===== config.mk =====
export PLATFORM = sky130hd
export DESIGN_NAME = forward_hazard_unit
export DESIGN_NICKNAME = d
export VERILOG_FILES = /design/src/rtl/forward_hazard_unit.sv
export SDC_FILE = /design/constraint.sdc
export NUM_CORES = 1
export LEC_CHECK = 0
export CAP_MARGIN = 20
export CORE_MARGIN = 8
export CORE_UTILIZATION = 45
export CTS_BUF_LIST = sky130_fd_sc_hd__clkbuf_4 sky130_fd_sc_hd__clkbuf_8 sky130_fd_sc_hd__clkbuf_16
export DETAILED_ROUTE_END_ITERATION = 10
export PLACE_DENSITY = 0.82
export SLEW_MARGIN = 15
export SYNTH_ARGS = -nofsm -noshare
export SYNTH_HDL_FRONTEND = slang
export SYNTH_SLANG_ARGS = --single-unit

===== constraint.sdc =====
create_clock -name clk -period 3.2 [get_ports clk]
set_input_delay 0.32 -clock clk [delete_from_list [all_inputs] [get_ports clk]]
set_output_delay 0.32 -clock clk [all_outputs]
set_load 0.1 [all_outputs]

===== src/rtl/forward_hazard_unit.sv =====
// Operand forwarding from a short retired-result history, plus a small FSM
// that inserts store stalls and branch flushes and selects the RAM address.
module forward_hazard_unit #(
    parameter int DATA_W       = 32,
    parameter int REG_AW       = 5,
    parameter int FWD_DEPTH    = 2,
    parameter int STORE_STALL  = 1,
    parameter int FLUSH_CYCLES = 2
) (
    input  logic              clk,
    input  logic              rst,
    input  logic [REG_AW-1:0] ex_src,
    input  logic [1:0]        ex_mode,
    input  logic [REG_AW-1:0] ex_dst,
    input  logic              ex_we,
    input  logic [DATA_W-1:0] alu_result,
    input  logic              store,
    input  logic              branch,
    input  logic [DATA_W-1:0] ram_rd_addr,
    input  logic [DATA_W-1:0] ram_wr_addr,
    output logic [1:0]        mode_out,
    output logic [DATA_W-1:0] fwd_data,
    output logic [DATA_W-1:0] ram_addr,
    output logic              stall,
    output logic              flush
);

    typedef enum logic [1:0] {
        IDLE  = 2'd0,
        STALL = 2'd1,
        FLUSH = 2'd2
    } state_t;

    localparam logic [3:0] LP_STORE_CNT = 4'(STORE_STALL - 1);
    localparam logic [3:0] LP_FLUSH_CNT = 4'(FLUSH_CYCLES - 1);
    localparam logic [1:0] LP_MODE_REG  = 2'b10;
    localparam logic [1:0] LP_MODE_FWD  = 2'b11;

    state_t            r_state;
    logic [3:0]        r_cnt;
    logic              r_stall;
    logic              r_flush;

    logic              r_valid [FWD_DEPTH];
    logic [REG_AW-1:0] r_dst   [FWD_DEPTH];
    logic [DATA_W-1:0] r_data  [FWD_DEPTH];

    logic              w_hit;
    logic [DATA_W-1:0] w_hit_data;
    logic              w_use_fwd;

    // Entry 0 is the youngest; results retired during a flush are squashed.
    always_ff @(posedge clk or posedge rst) begin
        if (rst) begin
            for (int i = 0; i < FWD_DEPTH; i++) begin
                r_valid[i] <= 1'b0;
                r_dst[i]   <= '0;
                r_data[i]  <= '0;
            end
        end else if (!r_stall) begin
            r_valid[0] <= ex_we & ~r_flush;
            r_dst[0]   <= ex_dst;
            r_data[0]  <= alu_result;
            for (int k = FWD_DEPTH - 1; k > 0; k--) begin
                r_valid[k] <= r_valid[k-1];
                r_dst[k]   <= r_dst[k-1];
                r_data[k]  <= r_data[k-1];
            end
        end
    end

    always_ff @(posedge clk or posedge rst) begin
        if (rst) begin
            r_state <= IDLE;
            r_cnt   <= 4'd0;
            r_stall <= 1'b0;
            r_flush <= 1'b0;
        end else begin
            case (r_state)
                IDLE: begin
                    if (branch) begin
                        r_state <= FLUSH;
                        r_cnt   <= LP_FLUSH_CNT;
                        r_flush <= 1'b1;
                        r_stall <= 1'b0;
                    end else if (store) begin
                        r_state <= STALL;
                        r_cnt   <= LP_STORE_CNT;
                        r_stall <= 1'b1;
                        r_flush <= 1'b0;
                    end
                end
                STALL: begin
                    if (r_cnt == 4'd0) begin
                        r_state <= IDLE;
                        r_stall <= 1'b0;
                    end else begin
                        r_cnt <= r_cnt - 4'd1;
                    end
                end
                FLUSH: begin
                    // A branch taken mid-flush restarts the full flush window.
                    if (branch) begin
                        r_cnt <= LP_FLUSH_CNT;
                    end else if (r_cnt == 4'd0) begin
                        r_state <= IDLE;
                        r_flush <= 1'b0;
                    end else begin
                        r_cnt <= r_cnt - 4'd1;
                    end
                end
                default: begin
                    r_state <= IDLE;
                    r_cnt   <= 4'd0;
                    r_stall <= 1'b0;
                    r_flush <= 1'b0;
                end
            endcase
        end
    end

    // Scan oldest to youngest so the youngest matching entry wins.
    always_comb begin
        w_hit      = 1'b0;
        w_hit_data = '0;
        for (int i = FWD_DEPTH - 1; i >= 0; i--) begin
            if (r_valid[i] && (r_dst[i] == ex_src)) begin
                w_hit      = 1'b1;
                w_hit_data = r_data[i];
            end
        end
    end

    assign w_use_fwd = !rst && (ex_mode == LP_MODE_REG) && (ex_src != '0) && w_hit;

    assign mode_out = w_use_fwd ? LP_MODE_FWD : ex_mode;
    assign fwd_data = w_use_fwd ? w_hit_data : '0;

    always_comb begin
        ram_addr = ram_rd_addr;
        if (!rst) begin
            if (r_state == STALL || (r_state == IDLE && store)) begin
                ram_addr = ram_wr_addr;
            end
        end
    end

    assign stall = r_stall;
    assign flush = r_flush;

endmodule


**Word level (Yosys, flattened, before mapping)**

Index checks and enable logic that the tools add are counted.
W data, S select, Z words.

- Register bits after elaboration: 84
- Input port bits: 113
- Output and inout port bits: 68
- Word-level logic and storage cells: 64

- Add/sub/neg operators: 1
- Eq/ne operators: 9
- Multiplexer cells: 26
- Bitwise operators: 4
- Reduce and logical (&&, ||, !) cells: 14

Operators with widths:

| cell | count |
|---|---|
| $mux W32 | 5 |
| $mux W4 | 4 |
| $pmux W4 S3 | 1 |
| $eq A5 B5 Y1 | 2 |
| $mux W2 | 5 |
| $mux W1 | 8 |
| $logic_and A1 B1 Y1 | 6 |
| $ne A2 B2 Y1 const B | 3 |
| $pmux W1 S3 | 2 |
| $pmux W2 S3 | 1 |
| $reduce_bool A5 Y1 | 1 |
| $eq A2 B2 Y1 const B | 2 |
| $logic_not A4 Y1 | 1 |
| $reduce_and A4 Y1 | 1 |
| $sub A4 B1 Y4 const B | 1 |
| $ne A3 B3 Y1 const B | 1 |
| $not A1 Y1 | 3 |
| $reduce_and A3 Y1 | 1 |
| $eq A2 B1 Y1 const B | 1 |
| $logic_not A2 Y1 | 1 |
| $reduce_and A2 Y1 | 1 |
| $and A1 B1 Y1 | 1 |
| $logic_not A1 Y1 | 1 |
| $logic_or A1 B1 Y1 | 1 |

**Longest topological paths before layout**

- Depth in word-level cells: 6
- Mapped depth: 7
- Mapped depth without buffers: 6

**Worst setup path after synthesis**

No wires, ideal clock.

- Path type: flip-flop to output port
- From: register r_dst[7] in the netlist's numbering
- To: output fwd_data[0]
- Data arrival time: 3,324 ps
- Required time: 2,880 ps
- Setup slack: -444 ps
- Stages on the path, launching flop included: 5
- Path buffers: 0
- Cell sequence: dfrtp_1 > xnor2_1 > nand4_2 > o22a_4 > a211oi_1

- Word-level cells in the longest chain between the ends: 5
- Elaborated cells between the ends (all ways): 6
- Those cells by class: 1 x eq/ne; 3 x mux; 2 x reduce/logical

Ends and longest elaborated chain:

| element | line | source |
|---|---|---|
| start: declaration | 45 | `logic [REG_AW-1:0] r_dst [FWD_DEPTH];` |
| start signal: indexed assignment | 66 | `r_dst[k] <= r_dst[k-1];` |
| $eq A5 B5 Y1 (*) | 127 | `if (r_valid[i] && (r_dst[i] == ex_src)) begin` |
| $logic_and A1 B1 Y1 (*) | 127 |  |
| $mux W1 | 127 |  |
| $logic_and A1 B1 Y1 | 134 | `assign w_use_fwd = !rst && (ex_mode == LP_MODE_REG) && (ex_src != '0) && w_hit;` |
| $mux W32 (*) | 137 | `assign fwd_data = w_use_fwd ? w_hit_data : '0;` |
| end: declaration | 22 | `output logic [DATA_W-1:0] fwd_data,` |

Mark *: on every way between the ends. The rest lies on a longest branch, timed or not.

**Worst setup path in the final report**

- From: input ex_src[0]
- To: output fwd_data[17]

- Word-level cells in the longest chain between the ends: 6
- Elaborated cells between the ends (all ways): 12
- Those cells by class: 2 x eq/ne; 5 x mux; 5 x reduce/logical

Ends and longest elaborated chain:

| element | line | source |
|---|---|---|
| start: declaration | 12 | `input logic [REG_AW-1:0] ex_src,` |
| $eq A5 B5 Y1 | 127 |  |
| $logic_and A1 B1 Y1 | 127 |  |
| $mux W1 (2 in series) | 127 |  |
| $logic_and A1 B1 Y1 | 134 |  |
| $mux W32 (*) | 137 |  |

Marks and branches as above.

==> impl_metrics.csv <==
group,metric,value,unit
run_status,outcome,"finished clean",
global_route,global_route.usage.total,19.79,%
detailed_routing,detail_route.iter0.violations,254,
sta,worst_slew_pin_slew,1.007,ns
job,maxCapViolations,0,
synthesis,yosysUniqueCellTypes,38,
cts,numCtsBuffers,9,
cts,clock_tree.buffer_depth,2,
setup_path,worst-setup-path-type,"input port to primary output",
floorplan,floorplan.initialDensity,46.27,%
cts,tritoncts_clock_tree,"done",
sta,timing.fmax,0.3666,GHz
synthesis,synth_edf_count,0,
cts,holdBufCountCts,0,
cts,clkSlewWorstSetupHoldPaths,0.08,ns
detailed_routing,total_wire_length,13.89,mm
cts,post_cts.repair.setup_buffers,0,
synthesis,ffs_w_async_s_r_synth,100.0,%
detailed_routing,route.top_layer_used,"met4",
sta,hold_violations,0,
floorplan,die_w,118.8,um
power,cellLeakagePower,2.814,nW
synthesis,mappedNetlistArea,0.004756,mm2
global_route,antenna_found_initial,0,
floorplan,placementRows,37,
placement,post-dp-hpwl,10.64,mm
synthesis,mean_syn_cell_area,12.13,um2
synthesis,post-synth-top-area-fraction,44.20,%
sta,final_max_slew_viol_count,0,
setup_path,worstSetupStartpointType,"input port",
detailed_routing,wl_met1,5.386,mm
hold_path,timing.hold.worst.class,"flop to flop",
finish,final_core_density,72.60,%
sta,timing.final.ws_setup,0.4719,ns
synthesis,yosysWarningCount,0,
sta,min_period_over_period,85.25,%
sta,finalSetupViolations,0,
floorplan,design.core.area,0.01028,mm2
finish,area_growth,56.88,%
power,power-per-cell-area,715.4,mW/mm2
global_route,globalRouteOverflowTotal,0,
detailed_routing,met3_length,1.165,mm
synthesis,synth_sequential_area_ratio,44.20,%
cts,htreeDepth,3,
sta,worst_clock_skew,0.01538,ns
placement,place_area,0.007279,mm2
synthesis,synth.largest_area_cell,"sky130_fd_sc_hd__dfrtp_1",
detailed_routing,ant_nets,0,
power,vdd_drop_max,511.6,uV
detailed_routing,via_density_per_instance,5.511,
sta,relSlewSlack,32.66,%
cts,post_cts_resized,0,
detailed_routing,avgRoutedWirePerCell,19.88,um
floorplan,floorplan.die.height,118.8,um
finish,antennaDiodeCount,0,
synthesis,postSynthCellCount,392,
placement,dpl_worst_slack,0.4749,ns
sta,setup_repair_after_global_routing_missed_its_margin,"false",
finish,layout.cell_area.non_filler,0.007461,mm2
global_route,first_global_vias,4292,
detailed_routing,detail_route.drc_violations,0,
synthesis,synthesized_flop_and_latch_total,84,
cts,clock_sinks,84,
finish,drive_above_1_share,43.16,%
detailed_routing,dr.pass1.iters,4,
setup_path,worst_ep_required_time,2.88,ns
setup_path,critical_path.max_fanout,32,
synthesis,synth_flop_type,"sky130_fd_sc_hd__dfrtp_1",
synthesis,net_count_after_synthesis,510,
setup_path,arrival,2.41,ns
setup_path,critical_path.endpoint_type,"primary output",
detailed_routing,num_vias,3852,
detailed_routing,met2_wirelength_from_detailed_routing,7.172,mm
cts,clock_tree.root_cell,"sky130_fd_sc_hd__clkbuf_8",
placement,io_buffers,180,
finish,finish.net_count,677,
synthesis,synthTopCellsByArea,"sky130_fd_sc_hd__dfrtp_1 44%, sky130_fd_sc_hd__mux2_2 26%, sky130_fd_sc_hd__a211oi_2 8.2%",
sta,min_period,2.728,ns
placement,gp_routability_congestion,0.8116,
sta,fin_worst_hold_slack,0.4824,ns
floorplan,pin_count,181,
global_route,grt_start_max_net_pins,44,
global_route,wire_length_of_the_first_global_routing_pass,22.66,mm
cts,clk_lat_worst_skew,0.36,ns
floorplan,area_of_the_die,0.01411,mm2
[cell type report]
| type | instances | area, um2 |
|---|---|---|
| fill | 730 | 2816 |
| timing repair buffer | 190 | 2547 |
| tap | 136 | 170.2 |
| sequential | 84 | 2106 |
| inverter | 6 | 23.77 |
| clock inverter | 3 | 22.52 |
| clock buffer | 12 | 158.9 |
| multi-input combinational | 268 | 2432 |
[synthesized netlist by cell type (3+ instances only)]
| library cell | n |
|---|---|
| sky130_fd_sc_hd__xnor2_1 | 10 |
| sky130_fd_sc_hd__inv_1 | 6 |
| sky130_fd_sc_hd__nor2_1 | 5 |
| sky130_fd_sc_hd__clkbuf_1 | 8 |
| sky130_fd_sc_hd__nand2_1 | 5 |
| sky130_fd_sc_hd__a32o_1 | 3 |
| sky130_fd_sc_hd__ha_1 | 5 |
| sky130_fd_sc_hd__buf_6 | 5 |
| sky130_fd_sc_hd__mux2_2 | 110 |
| sky130_fd_sc_hd__nor2b_1 | 5 |
| sky130_fd_sc_hd__dfrtp_1 | 84 |
| sky130_fd_sc_hd__a21oi_1 | 4 |
| sky130_fd_sc_hd__buf_2 | 17 |
| sky130_fd_sc_hd__a211oi_2 | 31 |
| sky130_fd_sc_hd__o21ai_0 | 37 |
| sky130_fd_sc_hd__nand3_1 | 32 |
[metal layers]
layer / global-route usage (%) / vias to the layer above
met3: 7.853 / 13
li1: - / 1771
met4: 5.692 / 0
met1: 21.95 / 1913
met2: 34.37 / 155
met5: 0 / -
[report_power, final]
group	switching (mW)	total (mW)	leakage, nW	internal, mW
sequential	0.337	1.83	0.991	1.49
clock	0.365	0.697	0.0962	0.332
combinational	1.57	2.81	1.73	1.24
[path summary, 6_finish.rpt]
kind                       depth (start not counted)      start           end  slack (ns)
max in group asynchronous                          3        rst    r_data[30]        1.97
min                                                1      flush    r_valid[1]        0.48
min reg2reg                                        1      flush    r_valid[1]        0.48
max                                                7  ex_src[0]  fwd_data[17]        0.47
min in group asynchronous                          2        rst      r_cnt[2]        0.57
max reg2reg                                        5   r_cnt[0]    r_state[1]        1.20
[placed cells by master, fill, tap and decap left out, types with 3 or more instances in the layout]
master	n
sky130_fd_sc_hd__a32o_1	3
sky130_fd_sc_hd__nand3_1	32
sky130_fd_sc_hd__buf_4	10
sky130_fd_sc_hd__mux2_2	110
sky130_fd_sc_hd__clkbuf_8	11
sky130_fd_sc_hd__nor2_1	4
sky130_fd_sc_hd__inv_1	5
sky130_fd_sc_hd__a21oi_1	4
sky130_fd_sc_hd__ha_1	5
sky130_fd_sc_hd__a211oi_2	31
sky130_fd_sc_hd__buf_12	67
sky130_fd_sc_hd__clkdlybuf4s50_1	113
sky130_fd_sc_hd__o21ai_0	37
sky130_fd_sc_hd__nand2_1	5
sky130_fd_sc_hd__dfrtp_1	83
sky130_fd_sc_hd__nor2b_1	5
sky130_fd_sc_hd__xnor2_1	10
[critical path, stage by stage]
cell and delay [ns]:
sky130_fd_sc_hd__clkdlybuf4s50_1 0.60, sky130_fd_sc_hd__xnor2_2 0.16, sky130_fd_sc_hd__and4_2 0.24, sky130_fd_sc_hd__buf_4 0.34
sky130_fd_sc_hd__nand3_1 0.17, sky130_fd_sc_hd__a211oi_2 0.34, sky130_fd_sc_hd__buf_12 0.22
[registers in the layout (all words and copies together), names as in the netlist]
register / flops
r_cnt: 4
r_state: 2
r_valid: 2
flush: 1
stall: 1
r_dst: 10
r_data: 64
[logic make-up after synthesis]
family / synth area share, %
mux: 26.05
xor+xnor: 2.184
flops: 44.20
compound gates: 14.73
simple gates: 6.814
buf+inv: 4.709
fa+ha+maj: 1.315
[stage by stage]
step,std cells,power (mW),setup TNS (ns)
3_5_place_dp,684,4.671,0
6_report,699,5.338,0
3_3_place_gp,684,4.551,0
5_1_grt,699,5.625,0
4_1_cts,699,5.380,0
2_1_floorplan,392,3.770,-0.8875
Note: power is estimated with default switching activity, not from simulation.
